--- src/rtl/rs_dsp_div.sv ---
// rs_dsp_div: sequential radix-2 restoring divider, Z_WIDTH dividend by B_WIDTH divisor.
// Produces an A_WIDTH quotient (truncated toward zero) and a B_WIDTH+1 remainder carrying the dividend sign.
module rs_dsp_div #(
    parameter int unsigned A_WIDTH = 20,
    parameter int unsigned B_WIDTH = 18
) (
    input  logic                         clk,
    input  logic                         reset,
    input  logic                         in_valid,
    output logic                         in_ready,
    input  logic [A_WIDTH+B_WIDTH-1:0]   z,
    input  logic [B_WIDTH-1:0]           b,
    input  logic                         unsigned_a,
    input  logic                         unsigned_b,
    output logic                         out_valid,
    input  logic                         out_ready,
    output logic [A_WIDTH-1:0]           q,
    output logic [B_WIDTH:0]             r,
    output logic                         div_by_zero,
    output logic                         overflow
);

    localparam int unsigned Z_WIDTH = A_WIDTH + B_WIDTH;
    localparam int unsigned R_WIDTH = B_WIDTH + 1;
    localparam int unsigned C_WIDTH = $clog2(A_WIDTH + 1);

    // Signed quotient limits: most negative pattern doubles as the largest legal negative magnitude
    localparam logic [A_WIDTH-1:0] Q_MIN_NEG = {1'b1, {(A_WIDTH-1){1'b0}}};
    localparam logic [A_WIDTH-1:0] Q_MAX_POS = {1'b0, {(A_WIDTH-1){1'b1}}};

    typedef enum logic [1:0] {
        S_IDLE = 2'd0,
        S_CALC = 2'd1,
        S_FIX  = 2'd2,
        S_DONE = 2'd3
    } state_t;

    state_t               r_state;
    state_t               w_next;

    logic                 r_in_ready;
    logic                 r_out_valid;
    logic [A_WIDTH-1:0]   r_q;
    logic [R_WIDTH-1:0]   r_r;
    logic                 r_dz_out;
    logic                 r_ovf_out;

    logic [A_WIDTH-1:0]   r_zlo;      // low dividend bits shift out MSB first, quotient bits shift in
    logic [B_WIDTH-1:0]   r_pr;       // partial remainder, always < |b| for a legal division
    logic [B_WIDTH-1:0]   r_bmag;
    logic [C_WIDTH-1:0]   r_cnt;
    logic                 r_z_neg;
    logic                 r_b_neg;
    logic                 r_q_signed;
    logic                 r_dz;
    logic                 r_ovf_pre;

    logic                 w_accept;
    logic                 w_z_neg;
    logic                 w_b_neg;
    logic [Z_WIDTH-1:0]   w_z_mag;
    logic [B_WIDTH-1:0]   w_b_mag;
    logic                 w_b_zero;
    logic                 w_ovf_pre;
    logic [R_WIDTH-1:0]   w_shift;
    logic                 w_ge;
    logic [B_WIDTH-1:0]   w_sub;
    logic                 w_q_neg;
    logic                 w_ovf_rng;

    assign in_ready    = r_in_ready;
    assign out_valid   = r_out_valid;
    assign q           = r_q;
    assign r           = r_r;
    assign div_by_zero = r_dz_out;
    assign overflow    = r_ovf_out;

    // Operand conditioning at accept: magnitudes, signs and early exception checks
    assign w_accept  = in_valid && r_in_ready;
    assign w_z_neg   = !unsigned_a && z[Z_WIDTH-1];
    assign w_b_neg   = !unsigned_b && b[B_WIDTH-1];
    assign w_z_mag   = w_z_neg ? (~z + Z_WIDTH'(1)) : z;
    assign w_b_mag   = w_b_neg ? (~b + B_WIDTH'(1)) : b;
    assign w_b_zero  = (w_b_mag == '0);
    assign w_ovf_pre = !w_b_zero && (w_z_mag[Z_WIDTH-1:A_WIDTH] >= w_b_mag);

    // One restoring step: shift next dividend bit in, subtract |b| when it fits
    assign w_shift = {r_pr, r_zlo[A_WIDTH-1]};
    assign w_ge    = (w_shift >= {1'b0, r_bmag});
    assign w_sub   = w_shift[B_WIDTH-1:0] - r_bmag;

    // Result sign and signed-range check on the unsigned quotient magnitude
    assign w_q_neg   = r_z_neg ^ r_b_neg;
    assign w_ovf_rng = r_q_signed && (w_q_neg ? (r_zlo > Q_MIN_NEG) : r_zlo[A_WIDTH-1]);

    // State register
    always_ff @(posedge clk or posedge reset) begin
        if (reset) begin
            r_state <= S_IDLE;
        end else begin
            r_state <= w_next;
        end
    end

    // Next-state logic
    always_comb begin
        w_next = r_state;
        case (r_state)
            S_IDLE: if (w_accept) w_next = S_CALC;
            S_CALC: if (r_cnt == C_WIDTH'(A_WIDTH - 1)) w_next = S_FIX;
            S_FIX:  w_next = S_DONE;
            S_DONE: if (out_ready) w_next = S_IDLE;
            default: w_next = S_IDLE;
        endcase
    end

    // Registered handshake outputs follow the state being entered
    always_ff @(posedge clk or posedge reset) begin
        if (reset) begin
            r_in_ready  <= 1'b0;
            r_out_valid <= 1'b0;
        end else begin
            r_in_ready  <= (w_next == S_IDLE);
            r_out_valid <= (w_next == S_DONE);
        end
    end

    // Datapath: load at accept, iterate in CALC, sign-fix and register results in FIX
    always_ff @(posedge clk or posedge reset) begin
        if (reset) begin
            r_zlo      <= '0;
            r_pr       <= '0;
            r_bmag     <= '0;
            r_cnt      <= '0;
            r_z_neg    <= 1'b0;
            r_b_neg    <= 1'b0;
            r_q_signed <= 1'b0;
            r_dz       <= 1'b0;
            r_ovf_pre  <= 1'b0;
            r_q        <= '0;
            r_r        <= '0;
            r_dz_out   <= 1'b0;
            r_ovf_out  <= 1'b0;
        end else if (w_accept) begin
            r_zlo      <= w_z_mag[A_WIDTH-1:0];
            r_pr       <= w_z_mag[Z_WIDTH-1:A_WIDTH];
            r_bmag     <= w_b_mag;
            r_cnt      <= '0;
            r_z_neg    <= w_z_neg;
            r_b_neg    <= w_b_neg;
            r_q_signed <= !unsigned_a || !unsigned_b;
            r_dz       <= w_b_zero;
            r_ovf_pre  <= w_ovf_pre;
        end else if (r_state == S_CALC) begin
            r_zlo <= {r_zlo[A_WIDTH-2:0], w_ge};
            r_pr  <= w_ge ? w_sub : w_shift[B_WIDTH-1:0];
            r_cnt <= r_cnt + C_WIDTH'(1);
        end else if (r_state == S_FIX) begin
            if (r_dz) begin
                r_q       <= '1;
                r_r       <= '0;
                r_dz_out  <= 1'b1;
                r_ovf_out <= 1'b0;
            end else if (r_ovf_pre || w_ovf_rng) begin
                r_q       <= !r_q_signed ? '1 : (w_q_neg ? Q_MIN_NEG : Q_MAX_POS);
                r_r       <= '0;
                r_dz_out  <= 1'b0;
                r_ovf_out <= 1'b1;
            end else begin
                r_q       <= w_q_neg ? (~r_zlo + A_WIDTH'(1)) : r_zlo;
                r_r       <= r_z_neg ? (~{1'b0, r_pr} + R_WIDTH'(1)) : {1'b0, r_pr};
                r_dz_out  <= 1'b0;
                r_ovf_out <= 1'b0;
            end
        end
    end

endmodule
--- config.mk ---
export PLATFORM = sky130hd
export DESIGN_NAME = rs_dsp_div
export DESIGN_NICKNAME = d
export VERILOG_FILES = /design/src/rtl/rs_dsp_div.sv
export SDC_FILE = /design/constraint.sdc
export NUM_CORES = 1
export LEC_CHECK = 0
export CORE_MARGIN = 2
export CORE_UTILIZATION = 55
export DETAILED_ROUTE_END_ITERATION = 8
export GPL_TIMING_DRIVEN = 0
export PLACE_DENSITY_LB_ADDON = 0.1
export SLEW_MARGIN = 30
export SYNTH_ARGS = -nofsm -noshare
export SYNTH_HDL_FRONTEND = slang
export SYNTH_SLANG_ARGS = --single-unit
--- constraint.sdc ---
create_clock -name clk -period 5 [get_ports clk]
set_clock_uncertainty 0.15 [all_clocks]
set_input_delay 0.75 -clock clk [delete_from_list [all_inputs] [get_ports clk]]
set_output_delay 0.75 -clock clk [all_outputs]
set_load 0.01 [all_outputs]
# Yosys cells after proc, flatten, opt, wreduce, memory -nomap -nowiden
# Cells that the tools add are included.
# op_classes
addsub	6
magnitude_cmp	3
eq_ne	5
muxes	25
n_bitwise	7
reduce_logical	15
# op_table
op	count
two-way mux 20 bit	7
two-way mux 18 bit	4
two-way mux 19 bit	3
adder 38 x 1 -> 38 bit (second input constant)	1
two-way mux 38 bit	1
inverter 38 bit	1
adder 20 x 1 -> 20 bit (second input constant)	1
> comparator 20 bit (second input constant)	1
inverter 20 bit	1
adder 19 x 1 -> 19 bit (second input constant)	1
>= comparator 19 x 18 -> 1 bit	1
inverter 18 -> 19 bit	1
adder 18 x 1 -> 18 bit (second input constant)	1
>= comparator 18 bit	1
zero test 18 bit	1
inverter 18 bit	1
subtractor 18 bit	1
two-way mux 5 bit	2
case mux 2 bit (4 select lines)	1
equality test 2 bit (second input constant)	3
two-way mux 2 bit	3
adder 5 x 1 -> 5 bit (second input constant)	1
equality test 5 bit (second input constant)	1
logical AND 1 bit	5
other kinds (9)	17
# totals
regBits	111
output_inout_bits	43
wordCells	77

# Longest topological paths before layout
# depth
word_depth	6
mapped_depth	16

# Least setup slack after synthesis
# OpenSTA, ideal clock, no wires.
# synth_timing
path_type	input to register
start	in z[10]
end	reg r_ovf_pre
setup_time_ps	129
arrival_time_ps	3261
required_ps	4721
setup_slack_ps	1460
path_stages	13
cell_sequence	or4_4 -> nor4b_4 -> nand4_2 -> o21ai_0 -> xnor2_1 -> ha_1 -> a21o_1 -> a21o_1 -> a21oi_1 -> o211ai_1 -> a21oi_1 -> o311a_1 -> nor3_1
# synth_via
elab_chain_len	5
# synth_lines
element	line_no	rtl
start, declared	11	input logic [A_WIDTH+B_WIDTH-1:0] z,
inverter 38 bit	82	assign w_z_mag = w_z_neg ? (~z + Z_WIDTH'(1)) : z;
adder 38 x 1 -> 38 bit	82	
two-way mux 38 bit	82	
>= comparator 18 bit	85	assign w_ovf_pre = !w_b_zero && (w_z_mag[Z_WIDTH-1:A_WIDTH] >= w_b_mag);
logical AND 1 bit	85	
end signal, assigned	153	r_ovf_pre <= w_ovf_pre;
end, declared	56	logic r_ovf_pre;
# Every way passes these cells.
# A chain may end at the register's enable or synchronous reset.

# Final worst setup path
# layout_timing
start	in z[0]
end	reg r_ovf_pre
# The elaborated chain is that of the path after synthesis.

==> run metrics <==
status=finished clean; setup tns final=0 ns; post_cts resized=0; worst vdd ir=353 uV; final instance area=9670 sq um; Critical Path Start Type=input port; PortBufs=103; FILL cells=1252; simple-gate portion of the synthesized area=0.197; CTS buffer count=9; Max Fanout on Critical Path=6; final setup violation count=0; Post-Syn Instances=963; number of flops mapped to enable cells by yosys=0; DR vias=7557; relative max-transition margin=0.461; Hold EP=r[6]; post-CTS setup buffers=0; Non-Filler Instances=1267; CTS tree=yes; Final HPWL DP=17400 um; part of the cycle the worst path needs=0.867; RePlAce Congestion=0.948; max-slew violations=0; CTS Buffer Depth=2; grt total ovfl=0; Syn Nets=1067; vias in the first global route=6842; drt drc=0; initial antenna violation count=0; critical path class=input port to flop; Area contributors post-synth=dfrtp_1 (34%), xnor2_1 (6.5%), ha_1 (6.3%); first-pass GRT wire length=35400 um; adder-cell area share of the yosys netlist=0.0659; leakage power=0.00395 uW; Sink Count=111; largest net degree at the start of global routing=69; H-tree depth=3; XOR/XNOR share of the synthesized area=0.111; final hold slack=0.328 ns; leading area contributor after synthesis=dfrtp_1; FF-to-FF Start=r_pr[11]; Mean Syn Cell Area=8.40 sq um; Critical Path End Type=flop; antenna-violating nets left=0; Die Wd=125 um; R2R Setup Slk=1.79 ns; Initial DRT Pass Iterations=6; Main synth FF type=dfrtp_1; worst hold start=r[6]; Synth Cell Area=8090 sq um; Max Freq=231 MHz; number of synthesis warnings=0; nets=1182; largest family of logic cells by synthesized area=compound AO/OA/AOI/OAI gates; routed wire length=21900 um; Pwr Total=6340 uW; required time of the critical path=5.12 ns; worst skew pair latency=0.35 ns; Die H=125 um; Initial Util=0.559; post-synthesis compound-gate area fraction=0.232; Cell variety after synth=77; share of cells above drive strength 1=0.0471; clock-pin slew on the worst setup and hold paths=0.07 ns; WHS Path Cells=2; Hold Crit Class=flop to flop; top-area cell type share of the netlist area=0.343; Post-Place Cell Area=9380 sq um; Area growth, synth to finish=19.4%; mux cell area share after synthesis=0.00742; Post-CTS Hold Fix Bufs=0; overall routing resource usage=0.277; unrepaired setup endpoints after global routing=no; Std-Cell Rows=44; Seq/Total Area, Yosys=0.343; Async SR Flop Fraction=1.00; initial drt markers=616; core area=14500 sq um; Final Hold Fails=0; average via count per standard cell=5.96; Inserted Diodes=0; Cell Pwr Density=656 nW/um^2; Final Critical Period=4.34 ns; Ports=105; Worst R2R End=r_pr[10]; routed len/inst=17.3 um; Yosys reg bits=111; critical path arrival=4.46 ns; worst slew pin tran=0.805 ns; dpl cells=1251; Die Area=15700 sq um; clock root cell=clkbuf_16; r2r worst-path depth=9; MaxCap Viol Count=0
==> power breakdown <==
part	switching [uW]	total (uW)	leakage [uW]	internal (uW)
combinational	2080	3830	0.00250	1750
clock	349	698	0.000140	349
sequential	480	1810	0.00131	1330
==> synth_stat cells (3+ instances only) <==
cell,number
o31ai_1,15
xnor2_1,60
clkbuf_1,37
and2_1,3
a31oi_1,34
o21a_1,21
nor4_1,7
a22o_1,4
a22oi_1,4
a21o_1,10
nor2_1,82
xor2_1,43
or4_1,6
nand4_1,13
o21ai_0,95
nor2b_1,9
o31a_1,4
buf_1,5
o211ai_1,9
a211oi_1,3
o21bai_1,4
nor4_4,3
nand2_1,120
nand3_1,13
o41ai_1,6
nor3_1,24
ha_1,41
or2_2,3
and4_1,4
o22ai_1,4
nand3b_1,5
a221o_1,3
mux2i_1,6
inv_1,40
dfrtp_1,111
or3_1,5
a21oi_1,51
nand2b_1,7
buf_2,3
==> worst max-delay path, cell delays in order <==
cell	delay, ns
clkdlybuf4s50_1	0.45
inv_1	0.12
ha_1	0.18
or3b_2	0.49
nor4_1	0.34
and4_1	0.25
buf_2	0.19
nor2_1	0.07
xor2_1	0.39
ha_1	0.24
a21o_1	0.10
a21o_1	0.10
a21oi_1	0.06
o211ai_1	0.16
a21oi_1	0.08
o311a_1	0.32
nor3_1	0.17
==> stage by stage <==
step           utilization  setup slack (ns)
2_1_floorplan            -              1.17
3_3_place_gp         0.646            -0.375
3_5_place_dp         0.648             0.343
4_1_cts              0.668             0.695
5_1_grt              0.668             0.334
6_report             0.668             0.663
==> cells in the final DEF, fill, tap and decap left out, types with 4 or more instances in the layout <==
cell type and count:
nand2b_1 7, inv_1 39, nand4_1 13, nor3_1 24
o31a_1 4, a21oi_1 51, nor2_1 82, nor4_1 7
o211ai_1 9, o21bai_1 4, o41ai_1 6, or4_1 6
o21ai_0 95, a21o_1 10, nand3b_1 5, xnor2_1 60
dfrtp_1 111, a31oi_1 34, o22ai_1 4, or3_1 5
clkbuf_16 9, a22o_1 4, nand2_1 120, nor2b_1 9
xor2_1 43, and4_1 4, o21a_1 21, o31ai_1 15
clkbuf_1 37, nand3_1 13, a22oi_1 4, clkdlybuf4s50_1 103
mux2i_1 6, buf_1 5, ha_1 41
==> logic make-up after synthesis <==
kind of cell	count (synthesis)
AND/OR/NAND/NOR	321
AO/OA/AOI/OAI	292
flip-flops	111
XOR/XNOR	103
buffers and inverters	88
adder cells (fa/ha/maj)	42
multiplexers	6
==> area by class of cell <==
class	instances	area, sq um	area share
Multi-Input combinational cell	764	4970	0.514
Tap cell	184	230	0.0238
Clock buffer	9	225	0.0233
Buffer	48	196	0.0203
Timing Repair Buffer	104	1050	0.109
Sequential cell	111	2780	0.287
Inverter	40	155	0.0161
Clock inverter	7	61.3	0.00634
==> worst max-delay path by stage <==
| stage | from | endpoint | slack [ns] |
|---|---|---|---|
| after floorplan | reset | div_by_zero | 1.17 |
| after global placement | reset | r_bmag[10] | -0.37 |
| after detailed placement | z[0] | r_ovf_pre | 0.34 |
| after CTS | z[0] | r_ovf_pre | 0.69 |
| after global routing | z[0] | r_ovf_pre | 0.33 |
| final | z[0] | r_ovf_pre | 0.66 |
==> per-layer routing <==
metal	part of all wire	vias up	track usage	wire [um]
li1	-	3686	-	-
met1	0.47	3506	0.423	10200
met2	0.43	333	0.408	9420
met3	0.084	32	0.0402	1850
met4	0.017	0	0.0797	372
met5	0	-	0	0
==> registers in the layout, indices dropped and copies added, names as in the netlist, 2 cells and up <==
name / flops
r_state: 2
r_bmag: 18
q: 20
r_zlo: 20
r_cnt: 5
r_pr: 18
r: 19
(Power assumes the default switching activity.)
